`config.mk`:
```
export PLATFORM = sky130hd
export DESIGN_NAME = ctrl_intersection_flat
export DESIGN_NICKNAME = d
export VERILOG_FILES = /design/src/rtl/ctrl_pkg.sv /design/src/rtl/ctrl_intersection_if.sv /design/src/rtl/rr_arbiter.sv /design/src/rtl/ctrl_intersection.sv /design/src/flat_wrapper.sv
export SDC_FILE = /design/constraint.sdc
export NUM_CORES = 1
export LEC_CHECK = 0
export CORE_MARGIN = 2
export CORE_UTILIZATION = 52
export DETAILED_ROUTE_END_ITERATION = 7
export GPL_TIMING_DRIVEN = 0
export PLACE_DENSITY = 0.82
export SETUP_SLACK_MARGIN = 0.02
export SLEW_MARGIN = 30
export SYNTH_ARGS = -nofsm -noshare
export SYNTH_HDL_FRONTEND = slang
export SYNTH_SLANG_ARGS = --single-unit
```
`constraint.sdc`:
```
create_clock -name clk -period 2.8 [get_ports clk]
set_input_delay 0.56 -clock clk [delete_from_list [all_inputs] [get_ports clk]]
set_output_delay 0.56 -clock clk [all_outputs]
set_load 0.01 [all_outputs]
```
`src/rtl/ctrl_pkg.sv`:
```
`default_nettype none
// ============================================================================
// Module      : ctrl_pkg
// Description : Shared types and constants for the ctrl_intersection traffic
//               light controller: phase encoding, lamp codes and width helpers.
//               Optional feature macro: CTRL_INTERSECTION_WALK_EN
// Revision    : 1.0 - initial release
// ============================================================================
package ctrl_pkg;

  // Controller phases, in the order they are visited for every service round
  typedef enum logic [1:0] {
    ALLRED  = 2'd0,
    PREYEL  = 2'd1,
    GREEN   = 2'd2,
    POSTYEL = 2'd3
  } phase_t;

  // Lamp encodings, one 3-bit {red, yellow, green} group per approach
  localparam logic [2:0] RGB_RED    = 3'b100;
  localparam logic [2:0] RGB_YELLOW = 3'b110;
  localparam logic [2:0] RGB_GREEN  = 3'b010;

  // Width of an approach index; never narrower than one bit
  function automatic int idx_width(input int n);
    return (n > 2) ? $clog2(n) : 1;
  endfunction

  // Width of the shared phase counter, sized for the longest phase
  function automatic int cnt_width(input int a, input int b, input int c);
    int m;
    m = a;
    if (b > m) m = b;
    if (c > m) m = c;
    return (m > 2) ? $clog2(m) : 1;
  endfunction

endpackage
`default_nettype wire

```
`src/rtl/ctrl_intersection_if.sv`:
```
`default_nettype none
// ============================================================================
// Module      : ctrl_intersection_if
// Description : Request/lamp bundle between the intersection controller and
//               its environment. The walk signal exists only when
//               CTRL_INTERSECTION_WALK_EN is defined.
// Revision    : 1.0 - initial release
// ============================================================================
interface ctrl_intersection_if #(
  parameter int N_APPR = 2
) ();

  localparam int IW = ctrl_pkg::idx_width(N_APPR);

  logic                   tick;
  logic [N_APPR-1:0]      req;
  logic [N_APPR-1:0][2:0] rgb;
  logic [IW-1:0]          active;
  logic                   idle;
`ifdef CTRL_INTERSECTION_WALK_EN
  logic [N_APPR-1:0]      walk;

  modport master (output tick, output req, input rgb, input active, input idle, input walk);
  modport slave  (input tick, input req, output rgb, output active, output idle, output walk);
`else
  modport master (output tick, output req, input rgb, input active, input idle);
  modport slave  (input tick, input req, output rgb, output active, output idle);
`endif

endinterface
`default_nettype wire

```
`src/rtl/rr_arbiter.sv`:
```
`default_nettype none
// ============================================================================
// Module      : rr_arbiter
// Description : Round-robin pick of the first pending index strictly after
//               the last served one, wrapping modulo N. Purely combinational.
// Revision    : 1.0 - initial release
// ============================================================================
module rr_arbiter
  import ctrl_pkg::*;
#(
  parameter int N = 2,
  localparam int IW = idx_width(N)
) (
  input  logic [N-1:0]  pending,
  input  logic [IW-1:0] last,
  output logic [IW-1:0] next,
  output logic          valid
);

  // Scan from the farthest candidate to the nearest so the nearest one wins
  always_comb begin
    next  = '0;
    valid = 1'b0;
    for (int k = N; k >= 1; k--) begin
      logic [IW-1:0] cand;
      cand = IW'((int'(last) + k) % N);
      if (pending[cand]) begin
        next  = cand;
        valid = 1'b1;
      end
    end
  end

endmodule
`default_nettype wire

```
`src/rtl/ctrl_intersection.sv`:
```
`default_nettype none
// ============================================================================
// Module      : ctrl_intersection
// Description : Round-robin traffic light controller. Each served approach
//               runs PREYEL -> GREEN -> POSTYEL, separated by an ALLRED
//               clearance. Requests are sticky until their round starts.
//               Optional feature macro: CTRL_INTERSECTION_WALK_EN adds a
//               per-approach walk output during all but the last green tick.
// Revision    : 1.0 - initial release
// ============================================================================
module ctrl_intersection
  import ctrl_pkg::*;
#(
  parameter int N_APPR   = 2,
  parameter int T_GREEN  = 8,
  parameter int T_YELLOW = 2,
  parameter int T_ALLRED = 1
) (
  input logic               clk,
  input logic               res_n,
  ctrl_intersection_if.slave bus
);

  localparam int IW = idx_width(N_APPR);
  localparam int CW = cnt_width(T_GREEN, T_YELLOW, T_ALLRED);

  localparam logic [CW-1:0] GREEN_M1  = CW'(T_GREEN - 1);
  localparam logic [CW-1:0] YELLOW_M1 = CW'(T_YELLOW - 1);
  localparam logic [CW-1:0] ALLRED_M1 = CW'(T_ALLRED - 1);

  phase_t                 state, state_nxt;
  logic [CW-1:0]          cnt, cnt_nxt;
  logic [CW-1:0]          dur_m1;
  logic                   expired;
  logic [N_APPR-1:0]      pending, pending_nxt, pend_all;
  logic [IW-1:0]          served, served_nxt;
  logic [IW-1:0]          pick;
  logic                   pick_valid;
  logic [N_APPR-1:0][2:0] rgb_nxt;
  logic [IW-1:0]          active_nxt;
  logic                   idle_nxt;
`ifdef CTRL_INTERSECTION_WALK_EN
  logic [N_APPR-1:0]      walk_nxt;
`endif

  // Requests arriving this cycle take part in the same arbitration
  assign pend_all = pending | bus.req;

  rr_arbiter #(
    .N (N_APPR)
  ) u_arb (
    .pending (pend_all),
    .last    (served),
    .next    (pick),
    .valid   (pick_valid)
  );

  // Terminal count of the current phase
  always_comb begin
    dur_m1 = ALLRED_M1;
    case (state)
      PREYEL, POSTYEL: dur_m1 = YELLOW_M1;
      GREEN:           dur_m1 = GREEN_M1;
      default:         dur_m1 = ALLRED_M1;
    endcase
  end

  assign expired = (cnt == dur_m1);

  // Phase sequencing; the counter restarts on entry and advances on tick only
  always_comb begin
    state_nxt   = state;
    cnt_nxt     = cnt;
    served_nxt  = served;
    pending_nxt = pend_all;
    if (bus.tick) begin
      case (state)
        ALLRED: begin
          if (!expired) begin
            cnt_nxt = cnt + CW'(1);
          end else if (pick_valid) begin
            state_nxt         = PREYEL;
            cnt_nxt           = '0;
            served_nxt        = pick;
            pending_nxt[pick] = 1'b0;
          end
        end
        PREYEL: begin
          if (expired) begin
            state_nxt = GREEN;
            cnt_nxt   = '0;
          end else begin
            cnt_nxt = cnt + CW'(1);
          end
        end
        GREEN: begin
          if (expired) begin
            state_nxt = POSTYEL;
            cnt_nxt   = '0;
          end else begin
            cnt_nxt = cnt + CW'(1);
          end
        end
        POSTYEL: begin
          if (expired) begin
            state_nxt = ALLRED;
            cnt_nxt   = '0;
          end else begin
            cnt_nxt = cnt + CW'(1);
          end
        end
        default: begin
          state_nxt = ALLRED;
          cnt_nxt   = ALLRED_M1;
        end
      endcase
    end
  end

  // Output decode from the upcoming state so the registered lamps track it exactly
  always_comb begin
    rgb_nxt    = '0;
    active_nxt = '0;
    idle_nxt   = (state_nxt == ALLRED) && (pending_nxt == '0);
`ifdef CTRL_INTERSECTION_WALK_EN
    walk_nxt   = '0;
`endif
    if (state_nxt != ALLRED) begin
      active_nxt = served_nxt;
    end
    for (int i = 0; i < N_APPR; i++) begin
      rgb_nxt[i] = RGB_RED;
      if ((state_nxt != ALLRED) && (served_nxt == IW'(i))) begin
        rgb_nxt[i] = (state_nxt == GREEN) ? RGB_GREEN : RGB_YELLOW;
      end
`ifdef CTRL_INTERSECTION_WALK_EN
      walk_nxt[i] = (state_nxt == GREEN) && (served_nxt == IW'(i)) && (cnt_nxt < GREEN_M1);
`endif
    end
  end

  // State, counter, pending set and registered lamp outputs
  always_ff @(posedge clk or negedge res_n) begin
    if (!res_n) begin
      state      <= ALLRED;
      cnt        <= ALLRED_M1;
      pending    <= '0;
      served     <= IW'(N_APPR - 1);
      bus.active <= '0;
      bus.idle   <= 1'b1;
      for (int i = 0; i < N_APPR; i++) begin
        bus.rgb[i] <= RGB_RED;
      end
`ifdef CTRL_INTERSECTION_WALK_EN
      bus.walk   <= '0;
`endif
    end else begin
      state      <= state_nxt;
      cnt        <= cnt_nxt;
      pending    <= pending_nxt;
      served     <= served_nxt;
      bus.rgb    <= rgb_nxt;
      bus.active <= active_nxt;
      bus.idle   <= idle_nxt;
`ifdef CTRL_INTERSECTION_WALK_EN
      bus.walk   <= walk_nxt;
`endif
    end
  end

endmodule
`default_nettype wire

```
`src/flat_wrapper.sv`:
```
// flat-port wrapper written by rule: the top's interface ports become plain ports
module ctrl_intersection_flat import ctrl_pkg::*;
#(
  parameter int N_APPR   = 2,
  parameter int T_GREEN  = 8,
  parameter int T_YELLOW = 2,
  parameter int T_ALLRED = 1
)
  (clk, res_n, bus_tick, bus_req, bus_rgb, bus_active, bus_idle);
  ctrl_intersection_if #(.N_APPR(N_APPR)) bus_i ();
  input logic clk;
  input logic res_n;
  input wire logic [$bits(bus_i.tick)-1:0] bus_tick;
  input wire logic [$bits(bus_i.req)-1:0] bus_req;
  output wire logic [$bits(bus_i.rgb)-1:0] bus_rgb;
  output wire logic [$bits(bus_i.active)-1:0] bus_active;
  output wire logic [$bits(bus_i.idle)-1:0] bus_idle;
  assign bus_i.tick = bus_tick;
  assign bus_i.req = bus_req;
  assign bus_rgb = bus_i.rgb;
  assign bus_active = bus_i.active;
  assign bus_idle = bus_i.idle;
  ctrl_intersection #(.N_APPR(N_APPR), .T_GREEN(T_GREEN), .T_YELLOW(T_YELLOW), .T_ALLRED(T_ALLRED)) u_core (.clk(clk), .res_n(res_n), .bus(bus_i));
endmodule
```
==> results.yml, run 1 <==
placed_design:
  gp_congestion: 0.817
  place_ws_ns: 0.593
  dp_hpwl_um: 916
  io_buffers: 10
  dp.cells: 98
sta:
  setup-violations-final: 0
  post-route-min-period_ns: 1.93
  fin_crit_sh: 0.689
  worst_slew_pin_slew_ns: 0.566
  setup_ws_ns: 0.871
  final-hold-violation-count: 0
  fin_tns_setup_ns: 0
  rsz0062_at_grt: "no"
  holdWs_ns: 0.595
  slew_headroom: 0.621
  fin_skew_ns: 0.00341
  clock.fmax_ghz: 0.518
  slew_violations: 0
global_route:
  grt_max_degree: 14
  grt.overflow.total: 0
  grt.total_usage: 0.199
  grt_pass1_wl_um: 2030
  antenna_found_initial: 0
  grt_pass1_vias: 471
power:
  ir_worst_vdd_uv: 442
  p_per_area_nw_per_um2: 981
  cellLeakagePower_nw: 0.357
  finalPower_w: 0.000828
flow_run:
  max_cap_viol_count: 0
setup_path:
  required_ns: 3.01
  end_kind: "register"
  crit_fanout: 3
  start_kind: "primary input"
  cp_data_arrival_time_ns: 2.14
  crit_type: "in -> reg"
finish:
  drive_gt1_frac: 0.207
  regArea_um2: 330
  multiInputGateArea_um2: 313
  nets: 94
  synthToLayoutAreaGrowth_pct: 21.4
  fill_cells: 105
  stdcell_count: 102
  n_antenna_cell: 0
yosys:
  ys_warn_count: 0
  synth_common_cells: "dfrtp_1, nor2_1, nand2_1"
  yosys.cell_types.count: 36
  syn_inst: 72
  synth_edf_count: 0
  avgSynthCellArea_um2: 9.64
  synth.top_cell.area_share: 0.324
  ys_seq_area_frac: 0.476
  synth_area_leaders: "dfrtp_1, dfstp_2, buf_4"
  synth_top_area_cell: "dfrtp_1"
  yosysMostFrequentCell: "dfrtp_1"
  ys_async_sr_fraction: 1.00
  synth_seq_cells: 13
  netlist_area_um2: 694
  ys.flop_type: "dfrtp_1"
clocking:
  holdBufCountCts: 0
  cts-root-buf: "clkbuf_4"
  post_cts_buffers: 0
  clk_pin_slew_ns: 0.07
  clkSinkCount: 13
  cts_tree: "built"
  post_cts_resized: 0
  h-tree-depth: 1
  clk-insertion-delay-late_ns: 0.28
  ctsLongestPathBuffers: 2
  cts_buffers: 3
route:
  via_per_inst: 5.48
  drt_iter0_drc: 11
  drc: 0
  first_pass_iters: 4
  wirelength_um: 1250
  routedWlPerCell_um: 12.2
  antenna_left: 0
  dr_total_vias: 559
die:
  die-area_um2: 1640
  initial_core_util: 0.547
  rows: 13
  pin_count: 13
  die_w_um: 40.5
  fp.dieH_um: 40.5
  core_um2: 1270
min_path:
  hold_class: "reg -> reg"
outcome:
  status: "finished clean"
## final cells by class
| class | count | area share |
|---|---|---|
| sequential | 13 | 0.392 |
| multi-input combinational | 51 | 0.371 |
| timing repair buffer | 10 | 0.119 |
| buffer | 8 | 0.0608 |
| clock buffer | 4 | 0.0312 |
| tap | 15 | 0.0223 |
| inverter | 1 | 0.00445 |
## critical path: stages
cell and delay [ns]:
clkdlybuf4s50_1 0.42, or4_4 0.54, a311o_1 0.37, nand2_2 0.08, nor3b_2 0.15
## flip-flops by register name, summed over array words and instances (netlist names)
name and flops:
u_core.bus.idle 1, u_core.bus.rgb 4, u_core.cnt 3, u_core.pending 2, u_core.served 1, u_core.state 2
## power breakdown
part	leakage [nW]	switching (W)	total, W	internal [W]
Sequential	0.147	0.0000389	0.000307	0.000268
Clock	0.0150	0.0000596	0.000115	0.0000553
Combinational	0.195	0.000213	0.000406	0.000193
Total	0.357	0.000311	0.000828	0.000516
## layout by cell type, fill, tap and decap left out, drive strengths merged, types with 3 or more instances in the layout
master,Yosys,routed
buf,6,6
nand2,7,7
clkbuf,2,6
o21ai,5,5
dfstp,4,4
clkdlybuf4s50,0,10
nor2,7,7
dfrtp,9,9
a21oi,3,3
## through the flow
stage          cell area (µm²)   util
2_1_floorplan              698      -
3_3_place_gp               817  0.644
3_5_place_dp               817  0.644
4_1_cts                    843  0.665
5_1_grt                    843  0.665
6_report                   843  0.665
## worst paths after layout
path | depth (start not counted) | start | slack [ns] | endpoint
max | 5 | bus_req[1] | 0.87 | u_core.bus.idle
min | 2 | u_core.served | 0.60 | u_core.pending[1]
max reg2reg | 5 | u_core.cnt[0] | 1.19 | u_core.cnt[1]
min reg2reg | 2 | u_core.served | 0.60 | u_core.pending[1]
max in group asynchronous | 1 | res_n | 1.78 | u_core.bus.idle
min in group asynchronous | 1 | res_n | 0.64 | u_core.cnt[2]
## cells by family (layout without fill, tap and decap cells)
group,after synthesis,after routing,share of synthesized area
AOI/OAI and AO/OA,16,16,0.153
xor gates and xnor gates,1,1,0.0126
adders and majority gates,1,1,0.0180
buffers and inverters,9,23,0.0793
DFF,13,13,0.476
muxes,1,1,0.0144
other,1,2,0.00540
and+or+nand+nor,30,30,0.241
## metal layers
metal,GRT usage,wire length (µm),vias to the layer above
li1,-,-,284
met4,0.150,41,0
met5,0,0,-
met2,0.286,589,12
met3,0.0333,46,5
met1,0.262,569,258
(Power assumes the default switching activity.)
==> inputs of run 2 (changes only) <==
--- a/config.mk
+++ b/config.mk
@@ -6,10 +6,10 @@
 export NUM_CORES = 1
 export LEC_CHECK = 0
 export CORE_MARGIN = 2
-export CORE_UTILIZATION = 52
+export CORE_UTILIZATION = 49
 export DETAILED_ROUTE_END_ITERATION = 7
 export GPL_TIMING_DRIVEN = 0
-export PLACE_DENSITY = 0.82
+export PLACE_DENSITY = 0.78
 export SETUP_SLACK_MARGIN = 0.02
 export SLEW_MARGIN = 30
 export SYNTH_ARGS = -nofsm -noshare
==> constraint.sdc (replaced) <==
create_clock -name clk -period 1.82 [get_ports clk]
set_input_delay 0.364 -clock clk [delete_from_list [all_inputs] [get_ports clk]]
set_output_delay 0.364 -clock clk [all_outputs]
set_load 0.01 [all_outputs]
==> run 2 against run 1 <==
Critical path depth unchanged; register-to-register slack lost 1.0 ns; hold slack got worse by 0.14 ns; combinational power increased by 56%; via count up 2.1%; largest cell class unchanged; first-iteration DRC count rose by 18%; count of clock-buffer cells in the layout decreased by 1; worst setup slack got worse by 0.78 ns; critical path type unchanged.
==> results.yml, run 2 (same netlist as run 1, synthesis figures left out) <==
finish:
  nets: 94
  top_register: "u_core.bus.rgb"
  final_cell_mix: "clkdlybuf4s50_1, dfrtp_1, nor2_1, nand2_1"
  final_util: 0.641
  top_regs: "u_core.bus.rgb: 4 flops, u_core.cnt: 3 flops"
  largest_reg_flops: 4
  final_common_cell: "clkdlybuf4s50_1"
  synthToLayoutAreaGrowth_pct: 21.6
  stdcell_count: 102
  drive_gt1_frac: 0.218
  n_antenna_cell: 0
clocking:
  clk-insertion-delay-late_ns: 0.28
  cts-root-buf: "clkbuf_4"
  h-tree-depth: 1
  post_cts_buffers: 0
  clkSinkCount: 13
  ctsLongestPathBuffers: 2
  clk_pin_slew_ns: 0.08
  holdBufCountCts: 0
  post_cts_resized: 0
  cts_tree: "built"
  cts_buffers: 3
sta:
  slew_headroom: 0.611
  slew_violations: 0
  final-hold-violation-count: 0
  setup_ws_ns: 0.0877
  clock.fmax_ghz: 0.577
  holdWs_ns: 0.451
  post-route-min-period_ns: 1.73
  fin_crit_sh: 0.952
  rsz0062_at_grt: "no"
  setup-violations-final: 0
  worst_slew_pin_slew_ns: 0.581
  fin_skew_ns: 0.00173
route:
  wl_met3_um: 78
  drc: 0
  wirelength_um: 1330
  wl_met2_um: 679
  via_per_inst: 5.60
  dr_total_vias: 571
  routedWlPerCell_um: 13.0
  drt_iter0_drc: 13
  antenna_left: 0
  routed.top_layer: "met4"
  first_pass_iters: 4
  wl_met1_um: 562
power:
  p_per_area_nw_per_um2: 1520
  ir_worst_vdd_uv: 870
  cellLeakagePower_nw: 0.359
global_route:
  grt_max_degree: 14
  grt_pass1_vias: 539
  antenna_found_initial: 0
  grt.overflow.total: 0
  grt_pass1_wl_um: 2330
  grt.total_usage: 0.177
placed_design:
  place_ws_ns: -0.207
  dp_hpwl_um: 993
  io_buffers: 10
  dp.cells: 98
  gp_congestion: 0.764
die:
  rows: 13
  fp.dieH_um: 41.6
  initial_core_util: 0.527
  core_um2: 1320
  die-area_um2: 1730
  die_w_um: 41.6
  pin_count: 13
setup_path:
  end_kind: "register"
  crit_fanout: 3
  crit_type: "in -> reg"
  start_kind: "primary input"
  cp_data_arrival_time_ns: 1.94
  required_ns: 2.03
min_path:
  hold_class: "in -> async"
outcome:
  status: "finished clean"
flow_run:
  max_cap_viol_count: 0
[run 2: cell types whose count changed in the layout (fill, tap and decap cells not counted)]
cell / change
clkinv_2: +1
clkbuf_1: -1
[run 2: power by group]
group	internal [W]	leakage, nW	switching (W)
Combinational	0.000299	0.195	0.000333
Clock	0.0000816	0.0177	0.0000975
Sequential	0.000411	0.147	0.0000594
Total	0.000791	0.359	0.000490
[run 2: area by class of cell]
cell class	instances	area [µm²]
plain buffers	8	51.3
clock buffers	3	22.5
clock inverters	1	5.00
fillers	111	473
inverters	1	3.75
multi-input cells	51	313
flip-flops and latches	13	330
well taps	15	18.8
repair buffers	10	100
[run 2: worst paths after layout]
path | start | to | slack (ns) | cells after the start
max | bus_req[1] | u_core.bus.idle | 0.09 | 5
min | res_n | u_core.cnt[1] | 0.45 | 1
max reg2reg | u_core.cnt[0] | u_core.cnt[2] | 0.19 | 5
min reg2reg | u_core.served | u_core.pending[1] | 0.59 | 2
max in group asynchronous | res_n | u_core.state[1] | 0.99 | 1
min in group clk | u_core.served | u_core.pending[1] | 0.59 | 2
[run 2: critical path, cell delays in order]
cell	delay (ns)
clkdlybuf4s50_1	0.42
or4_4	0.55
a311o_1	0.37
nand2_2	0.08
nor3b_2	0.16
[run 2: metal layers]
layer	track usage	vias up
met1	0.202	267
met3	0.0783	2
met5	0	-
met4	0.0387	0
met2	0.303	18
li1	-	284
[run 2: per-stage QoR]
| step | setup TNS [ns] | power [W] | instance area [µm²] |
|---|---|---|---|
| global placement | -0.427 | 0.00107 | 817 |
| finish | 0 | 0.00128 | 845 |
| global route | 0 | 0.00140 | 845 |
| CTS | 0 | 0.00129 | 845 |
| floorplan | 0 | 0.000912 | 698 |
| detailed placement | -0.480 | 0.00111 | 817 |
